==> src/rtl/gyro_angle_integrator.sv <==
// Three-axis gyro rate integrator: averages a zero-rate bias per axis, then
// integrates bias-corrected, deadbanded rates into saturating angle accumulators.
module gyro_angle_integrator #(
  parameter int SAMPLE_DIV  = 1000000,
  parameter int CAL_SHIFT   = 6,
  parameter int DEADBAND    = 16,
  parameter int ACC_W       = 40,
  parameter int ANGLE_SHIFT = 16
) (
  input  logic        clk,
  input  logic        rst,
  input  logic [15:0] rate_x,
  input  logic [15:0] rate_y,
  input  logic [15:0] rate_z,
  input  logic        cal_req,
  input  logic        zero_req,
  output logic [15:0] angle_x,
  output logic [15:0] angle_y,
  output logic [15:0] angle_z,
  output logic [15:0] bias_x,
  output logic [15:0] bias_y,
  output logic [15:0] bias_z,
  output logic        cal_done,
  output logic        sample_valid
);

  localparam int CNT_W = $clog2(SAMPLE_DIV);
  localparam int SUM_W = CAL_SHIFT + 16;
  localparam logic [CNT_W-1:0] TICK_AT = CNT_W'(SAMPLE_DIV - 1);
  localparam logic signed [16:0] DB = 17'(DEADBAND);

  typedef enum logic {CAL, RUN} state_t;

  state_t                  state_q, state_d;
  logic [CNT_W-1:0]        cnt_q, cnt_d;
  logic [CAL_SHIFT-1:0]    cal_cnt_q, cal_cnt_d;
  logic                    cal_done_q, cal_done_d;
  logic                    sample_valid_q, sample_valid_d;
  logic signed [SUM_W-1:0] sum_q [3], sum_d [3], sum_nxt [3];
  logic signed [15:0]      bias_q [3], bias_d [3];
  logic signed [15:0]      angle_q [3], angle_d [3];
  logic signed [ACC_W-1:0] acc_q [3], acc_d [3], acc_nxt [3];
  logic signed [16:0]      diff [3];
  logic signed [15:0]      rate [3];
  logic                    tick;

  function automatic logic signed [16:0] deadband(input logic signed [16:0] d);
    deadband = (d <= DB && d >= -DB) ? 17'sd0 : d;
  endfunction

  // One extra headroom bit: the two top bits disagree only on overflow.
  function automatic logic signed [ACC_W-1:0] sat_acc(input logic signed [ACC_W:0] v);
    if (v[ACC_W] != v[ACC_W-1])
      sat_acc = v[ACC_W] ? {1'b1, {(ACC_W-1){1'b0}}} : {1'b0, {(ACC_W-1){1'b1}}};
    else
      sat_acc = v[ACC_W-1:0];
  endfunction

  function automatic logic signed [15:0] sat16(input logic signed [ACC_W-1:0] v);
    logic [ACC_W-16:0] top;
    top = v[ACC_W-1:15];
    if (&top || ~|top) sat16 = v[15:0];
    else               sat16 = v[ACC_W-1] ? 16'sh8000 : 16'sh7fff;
  endfunction

  assign rate[0] = rate_x;
  assign rate[1] = rate_y;
  assign rate[2] = rate_z;
  assign tick    = (cnt_q == TICK_AT);

  always_comb begin
    for (int i = 0; i < 3; i++) begin
      sum_nxt[i] = sum_q[i] + SUM_W'(rate[i]);
      diff[i]    = deadband(17'(rate[i]) - 17'(bias_q[i]));
      acc_nxt[i] = sat_acc((ACC_W+1)'(acc_q[i]) + (ACC_W+1)'(diff[i]));
    end
  end

  always_comb begin
    state_d        = state_q;
    cnt_d          = tick ? '0 : cnt_q + 1'b1;
    cal_cnt_d      = cal_cnt_q;
    cal_done_d     = cal_done_q;
    sample_valid_d = 1'b0;
    sum_d          = sum_q;
    bias_d         = bias_q;
    angle_d        = angle_q;
    acc_d          = acc_q;
    if (cal_req) begin
      state_d    = CAL;
      cal_done_d = 1'b0;
      cal_cnt_d  = '0;
      for (int i = 0; i < 3; i++) begin
        sum_d[i]   = '0;
        acc_d[i]   = '0;
        angle_d[i] = '0;
      end
    end else if (zero_req && state_q == RUN) begin
      for (int i = 0; i < 3; i++) begin
        acc_d[i]   = '0;
        angle_d[i] = '0;
      end
    end else if (tick && state_q == CAL) begin
      cal_cnt_d = cal_cnt_q + 1'b1;
      sum_d     = sum_nxt;
      // The final sample is folded in before the divide, not after.
      if (&cal_cnt_q) begin
        state_d    = RUN;
        cal_done_d = 1'b1;
        for (int i = 0; i < 3; i++) begin
          bias_d[i] = 16'(sum_nxt[i] >>> CAL_SHIFT);
          sum_d[i]  = '0;
        end
      end
    end else if (tick) begin
      sample_valid_d = 1'b1;
      for (int i = 0; i < 3; i++) begin
        acc_d[i]   = acc_nxt[i];
        angle_d[i] = sat16(acc_nxt[i] >>> ANGLE_SHIFT);
      end
    end
  end

  always_ff @(posedge clk) begin
    if (rst) begin
      state_q        <= CAL;
      cnt_q          <= '0;
      cal_cnt_q      <= '0;
      cal_done_q     <= 1'b0;
      sample_valid_q <= 1'b0;
      for (int i = 0; i < 3; i++) begin
        sum_q[i]   <= '0;
        bias_q[i]  <= '0;
        angle_q[i] <= '0;
        acc_q[i]   <= '0;
      end
    end else begin
      state_q        <= state_d;
      cnt_q          <= cnt_d;
      cal_cnt_q      <= cal_cnt_d;
      cal_done_q     <= cal_done_d;
      sample_valid_q <= sample_valid_d;
      for (int i = 0; i < 3; i++) begin
        sum_q[i]   <= sum_d[i];
        bias_q[i]  <= bias_d[i];
        angle_q[i] <= angle_d[i];
        acc_q[i]   <= acc_d[i];
      end
    end
  end

  assign angle_x      = angle_q[0];
  assign angle_y      = angle_q[1];
  assign angle_z      = angle_q[2];
  assign bias_x       = bias_q[0];
  assign bias_y       = bias_q[1];
  assign bias_z       = bias_q[2];
  assign cal_done     = cal_done_q;
  assign sample_valid = sample_valid_q;

endmodule

==> config.mk <==
export PLATFORM = sky130hd
export DESIGN_NAME = gyro_angle_integrator
export DESIGN_NICKNAME = d
export VERILOG_FILES = /design/src/rtl/gyro_angle_integrator.sv
export SDC_FILE = /design/constraint.sdc
export NUM_CORES = 1
export LEC_CHECK = 0
export CAP_MARGIN = 20
export CORE_ASPECT_RATIO = 0.9
export CORE_UTILIZATION = 55
export CTS_CLUSTER_DIAMETER = 150
export DETAILED_ROUTE_END_ITERATION = 8
export DONT_BUFFER_PORTS = 1
export PLACE_DENSITY_LB_ADDON = 0.25
export SYNTH_ARGS = -nofsm -noshare
export SYNTH_HDL_FRONTEND = slang
export SYNTH_SLANG_ARGS = --single-unit
==> constraint.sdc <==
create_clock -name clk -period 16.6 [get_ports clk]
set_clock_uncertainty 0.2 [all_clocks]
set_input_delay 2.49 -clock clk [delete_from_list [all_inputs] [get_ports clk]]
set_output_delay 2.49 -clock clk [all_outputs]
set_load 0.01 [all_outputs]
After elaboration in Yosys (flattened, before gate mapping)
Index checks and enable logic that the tools add are counted.
{"block": "word_totals", "reg_bits": 310, "latchBits": 0, "mem_bits_rw": 0, "romBits": 0, "input_bits": 52, "word_cells": 84, "n_memories": 0}
{"block": "op_classes", "n_addsub": 11, "mul": 0, "div": 0, "n_lt_le_gt_ge": 6, "n_eq_ne": 4, "shift": 0, "muxes": 17, "bitwise": 4, "n_reduce_logical": 26}
{"operator": "2-to-1 mux 40 bit", "n": 6}
{"operator": "adder 40 x 17 -> 41 bit", "n": 3}
{"operator": "2-to-1 mux 16 bit", "n": 6}
{"operator": "adder 22 x 16 -> 22 bit", "n": 3}
{"operator": "2-to-1 mux 66 bit", "n": 1}
{"operator": "greater-or-equal comparator 17 x 5 -> 1 bit (second input constant)", "n": 3}
{"operator": "less-or-equal comparator 17 x 6 -> 1 bit (second input constant)", "n": 3}
{"operator": "2-to-1 mux 17 bit", "n": 3}
{"operator": "subtractor 16 x 16 -> 17 bit", "n": 3}
{"operator": "AND reduction 9 bit", "n": 4}
{"operator": "OR reduction 9 bit", "n": 3}
{"operator": "adder 20 x 1 -> 20 bit (second input constant)", "n": 1}
{"operator": "== test 20 bit (second input constant)", "n": 1}
{"operator": "AND reduction 8 bit", "n": 1}
{"operator": "adder 6 x 1 -> 6 bit (second input constant)", "n": 1}
{"operator": "AND reduction 6 bit", "n": 1}
{"operator": "logical AND 1 bit", "n": 5}
{"operator": "NOT 1 bit", "n": 4}
{"operator": "AND reduction 2 bit", "n": 2}
{"operator": "OR reduction 2 bit", "n": 2}
{"operator": "OR reduction 4 bit", "n": 1}
{"operator": "logical NOT 1 bit", "n": 3}
{"operator": "logical OR 1 bit", "n": 3}
{"operator": "inequality test 1 bit", "n": 3}
{"operator": "2 further kinds", "n": 2}

Longest topological paths before layout
{"block": "logic_depth", "depth_word": 11, "ltp_mapped": 38, "depth_no_buf": 34}

Worst setup path after synthesis
Ideal clock, no wire load.
{"block": "synth_path", "kind": "input -> register", "startpoint": "in rate_y[0]", "endpoint": "reg angle_q, in the netlist angle_y[10]", "setup_ns": 0.123, "arrival_ns": 9.894, "t_required_ns": 16.277, "setup_slack_ns": 6.384, "stages": 36, "n_path_buf": 3, "path_cell_list": "inv_1 -> ha_1 -> fa_1 -> nor2b_1 -> o21ai_1 -> a21boi_0 -> o21a_1 -> or2_2 -> xnor2_1 -> or3_1 -> or4_1 -> or4_1 -> nor4_2 -> clkbuf_1 -> nor3_1 -> ha_1 -> a211oi_1 -> o21a_1 -> nor3b_2 -> o21ai_1 -> a211o_1 -> a21o_1 -> o21ai_1 -> a21o_1 -> a21o_1 -> xnor2_1 -> ha_1 -> clkbuf_1 -> nor3_1 -> mux2_2 -> a211oi_4 -> nand3_1 -> nor4bb_1 -> a31oi_1 -> clkbuf_1 -> a221o_2"}
{"block": "synth_via", "elab_chain_len": 11}
{"item": "start, declared", "line": "13", "source": "input logic [15:0] rate_y,"}
{"item": "subtractor 16 x 16 -> 17 bit (*)", "line": "74", "source": "diff[i] = deadband(17'(rate[i]) - 17'(bias_q[i]));"}
{"item": "less-or-equal comparator 17 x 6 -> 1 bit or greater-or-equal comparator 17 x 5 -> 1 bit (tied branches)", "line": "48", "source": "deadband = (d <= DB && d >= -DB) ? 17'sd0 : d;"}
{"item": "logical AND 1 bit", "line": "48"}
{"item": "2-to-1 mux 17 bit (*)", "line": "48"}
{"item": "adder 40 x 17 -> 41 bit (*)", "line": "75", "source": "acc_nxt[i] = sat_acc((ACC_W+1)'(acc_q[i]) + (ACC_W+1)'(diff[i]));"}
{"item": "2-to-1 mux 40 bit or inequality test 1 bit (tied branches)", "line": "54, 53"}
{"item": "2-to-1 mux 40 bit (*)", "line": "53", "source": "if (v[ACC_W] != v[ACC_W-1])"}
{"item": "OR reduction 9 bit", "line": "62", "source": "if (&top || ~|top) sat16 = v[15:0];"}
{"item": "logical NOT 1 bit", "line": "62"}
{"item": "logical OR 1 bit", "line": "62"}
{"item": "2-to-1 mux 16 bit (*)", "line": "62"}
{"item": "end signal, assigned by index", "line": "146", "source": "angle_q[i] <= angle_d[i];"}
{"item": "end, declared", "line": "41", "source": "logic signed [15:0] angle_q [3], angle_d [3];"}
Every way passes the cells marked *; elsewhere a longest branch is shown, timed or not.
A chain may end at the register's enable or synchronous reset.

Worst setup path after layout
{"block": "layout_path", "startpoint": "in rate_x[0]", "endpoint": "reg angle_q, in the netlist angle_x[10]"}
{"block": "layout_via", "elab_chain_len": 11}
{"item": "start, declared", "line": "12", "source": "input logic [15:0] rate_x,"}
{"item": "subtractor 16 x 16 -> 17 bit (*)", "line": "74"}
{"item": "less-or-equal comparator 17 x 6 -> 1 bit or greater-or-equal comparator 17 x 5 -> 1 bit (tied branches)", "line": "48"}
{"item": "logical AND 1 bit", "line": "48"}
{"item": "2-to-1 mux 17 bit (*)", "line": "48"}
{"item": "adder 40 x 17 -> 41 bit (*)", "line": "75"}
{"item": "2-to-1 mux 40 bit or inequality test 1 bit (tied branches)", "line": "54, 53"}
{"item": "2-to-1 mux 40 bit (*)", "line": "53"}
{"item": "OR reduction 9 bit", "line": "62"}
{"item": "logical NOT 1 bit", "line": "62"}
{"item": "logical OR 1 bit", "line": "62"}
{"item": "2-to-1 mux 16 bit (*)", "line": "62"}
Marks and branches as above.

==> impl_results.md <==
- Chip height: 200 microns
- Hold Slack: 0.254 ns
- Crit path from: rate_x[0]
- # Max-Cap Violations: 0
- Post-CTS resize count: 0
- Post-CTS setup repair buffer count: 0
- Area growth syn-to-layout: 6.88%
- Seq cells post-synth: 310
- Slowest stage delay, CP: 0.74 ns
- Final period utilization: 70.1%
- Max-slew violations: 0
- Clock sinks: 310
- EDFF count, synth: 0
- Synth Area in Compound Gates: 28.2%
- Worst Hold Launch: sum_q[47]
- Final #Nets: about 3300
- Initial Utilization: a little under three fifths
- Syn avg cell area: 7.71 sq um
- First-pass GRT wire length: 108 mm
- Reg2reg setup slack: 6.54 ns
- Fin crit period: 11.64 ns
- Global Route Usage Sum: 29.3%
- M3 GR Usage: 6.56%
- Critical R2R Capture: angle_x[10]
- Die Width: 222 microns
- Final instance area: 25600 sq um
- Synth Warn #: 0
- Leakage: approximately 10 nW
- Placed inst area: 24200 sq um
- Xor/xnor share of the synthesized area: ~7%
- CP max-delay cell: inv_1
- Core ar.: 42900 sq um
- Synth top cells by count: nor2_1, dfxtp_1, a21oi_1
- WS Path Type: input pin to flop
- Post-Synth Simple-Gate Area: about a fifth
- Largest net degree at the start of global routing: around 140
- DRC: 0
- Sequential-to-total area share from yosys stat: between 20% and 30%
- Worst setup EP type: flop
- CTS hold repair buffers: 0
- Largest family of logic cells by synthesized area: compound AO/OA/AOI/OAI gates
- Status: finished clean
- Distinct cells, synth: 80
- Syn Std Cell Area: 23900 sq um
- PD cells: 75.7 nW/um^2
- Peak VDD IR: 0.0000708 V
- WL/cell: 18.6 microns
- Worst slew pin tran: 0.956 ns
- Routed vias/inst: 6.30
- Synth Area in Adders: 13.3%
- Cells after synthesis: slightly above 3000
- Number of placement rows: 72
- Number of routed nets with antenna violations: 0
- Latest clock arrival within the worst-skew pair: 0.56 ns
- Clock Pin Slew Worst Setup and Hold Paths: around 0.060 ns
- DRT iter0 DRCs: 1704
- Grt total ovfl: 0
- Initial antenna violation count: 0
- Fmax: around 0.086 GHz
- Root buffer cell: clkbuf_16
- Post-Route Setup TNS: 0 ns
- Worst EP arrival: between 10 and 15 ns
- Ant. Diodes: 0
- Vias in the first global route: 20900
- CTS buffer count: 37
- Reg2Reg Launch Point: bias_x[0]
- GP Congestion: roughly 0.94
- Setup violators final: 0
- Final hold vios: 0
- CTS tree: built
- Met1 GRT Util: 40.4%
- Htree depth: 2
- Overall die area: 44300 sq um
- Post-synthesis mux area share: less than 1%
- I/O Buffers: 0
- Clk buf depth: 3
- Max-Slew Margin vs Limit: 35.4%
- Synth area leader: dfxtp_1
- Unrepaired setup endpoints after global routing: false
- Post-Route WL: 66.9 mm
- DP HPWL: about 49 mm
- Post-synth top flop: dfxtp_1
- Largest cells by area after synthesis: dfxtp_1, ha_1, a21oi_1
- Met2 GRT Util: between 40 and 50%
- Synth top area share: 26.0%
- Layout cells sized above 1: 6.23%
- Hold crit path type: flop to flop
- Number of cells on the worst reg-to-reg path: 33
- Hold Path Depth: 2
- Drt first pass iters: 6
- Ports: 150
- Ys async rst share: 0%
- CP max FO: 27
- Critical path data required time: approximately 17 ns
- Busiest grt layer: met2
- Via count: 22600
- WHS Endpoint: sum_q[47]
- Syn nets: 3402
- Most common cell in the netlist: nor2_1
- Worst setup SP type: input pin
worst max-delay path, delay by kind of cell:
| kind | cells | cell delay, ns |
|---|---|---|
| fa+ha+maj | 4 | 1.60 |
| simple gates | 7 | 1.44 |
| compound gates | 19 | 5.18 |
| buf+inv | 3 | 1.03 |
| xor+xnor | 1 | 0.16 |
per-stage QoR:
step           power, mW  std cells  util [%]  worst slack [ns]
2_1_floorplan       1.00       3102         -              6.38
3_3_place_gp        1.07       3520      56.5              5.01
3_5_place_dp        1.08       3521      56.5              4.63
4_1_cts             1.94       3588      59.5              5.16
5_1_grt             2.01       3590      59.6              4.33
6_report            1.93       3590      59.6              4.96
power breakdown:
| group | total, mW | switching [mW] | internal, mW |
|---|---|---|---|
| Clock | 0.866 | 0.338 | 0.527 |
| Sequential | 0.745 | 0.000590 | 0.745 |
| Combinational | 0.323 | 0.216 | 0.107 |
state kept, by name, summed over array words and instances, names as in the netlist, 6 cells and up:
register   flops
acc_q        120
sum_q         66
cnt_q         20
angle_x       16
angle_y       16
angle_z       16
bias_x        16
bias_y        16
bias_z        16
cal_cnt_q      6
cells by family (layout without fill, tap and decap cells):
group,Yosys count,count (layout)
AOI/OAI and AO/OA,1015,1015
xor gates and xnor gates,192,192
adders and majority gates,248,248
buffers and inverters,296,229
DFF,310,310
muxes,12,12
and+or+nand+nor,1029,1029
placed cells by master (no fill, tap or decap), types with 80 or more instances in the layout:
cell,count
nor2_1,323
xor2_1,80
nand2_1,259
ha_1,239
dfxtp_1,310
o21ai_0,206
a21oi_1,281
xnor2_1,112
inv_1,139
nor3_1,105
layer usage:
layer | vias up | share of wire [%] | wire (microns)
li1 | 11200 | - | -
met1 | 10600 | 47 | 31200
met2 | 710 | 43 | 28600
met3 | 120 | 8.2 | 5450
met4 | 0 | 2.3 | 1540
met5 | - | 0 | 0
cell type report:
cell class / count / area, sq um
multi-input combinational: 2496 / 16600
sequential: 310 / 6210
tap: 555 / 694
clock buffer: 51 / 1100
clock inverter: 16 / 193
inverter: 139 / 522
timing repair buffer: 23 / 198
fill: 3910 / 17300
how the worst max path moves through the flow:
stage               slack (ns)  cells after the start          end
finish                    4.96                     34  angle_x[10]
floorplan                 6.38                     36  angle_y[10]
detailed placement        4.63                     35  angle_x[10]
global route              4.33                     35  angle_x[10]
CTS                       5.16                     35  angle_x[10]
global placement          5.01                     32   angle_y[3]
(Power assumes the default switching activity.)
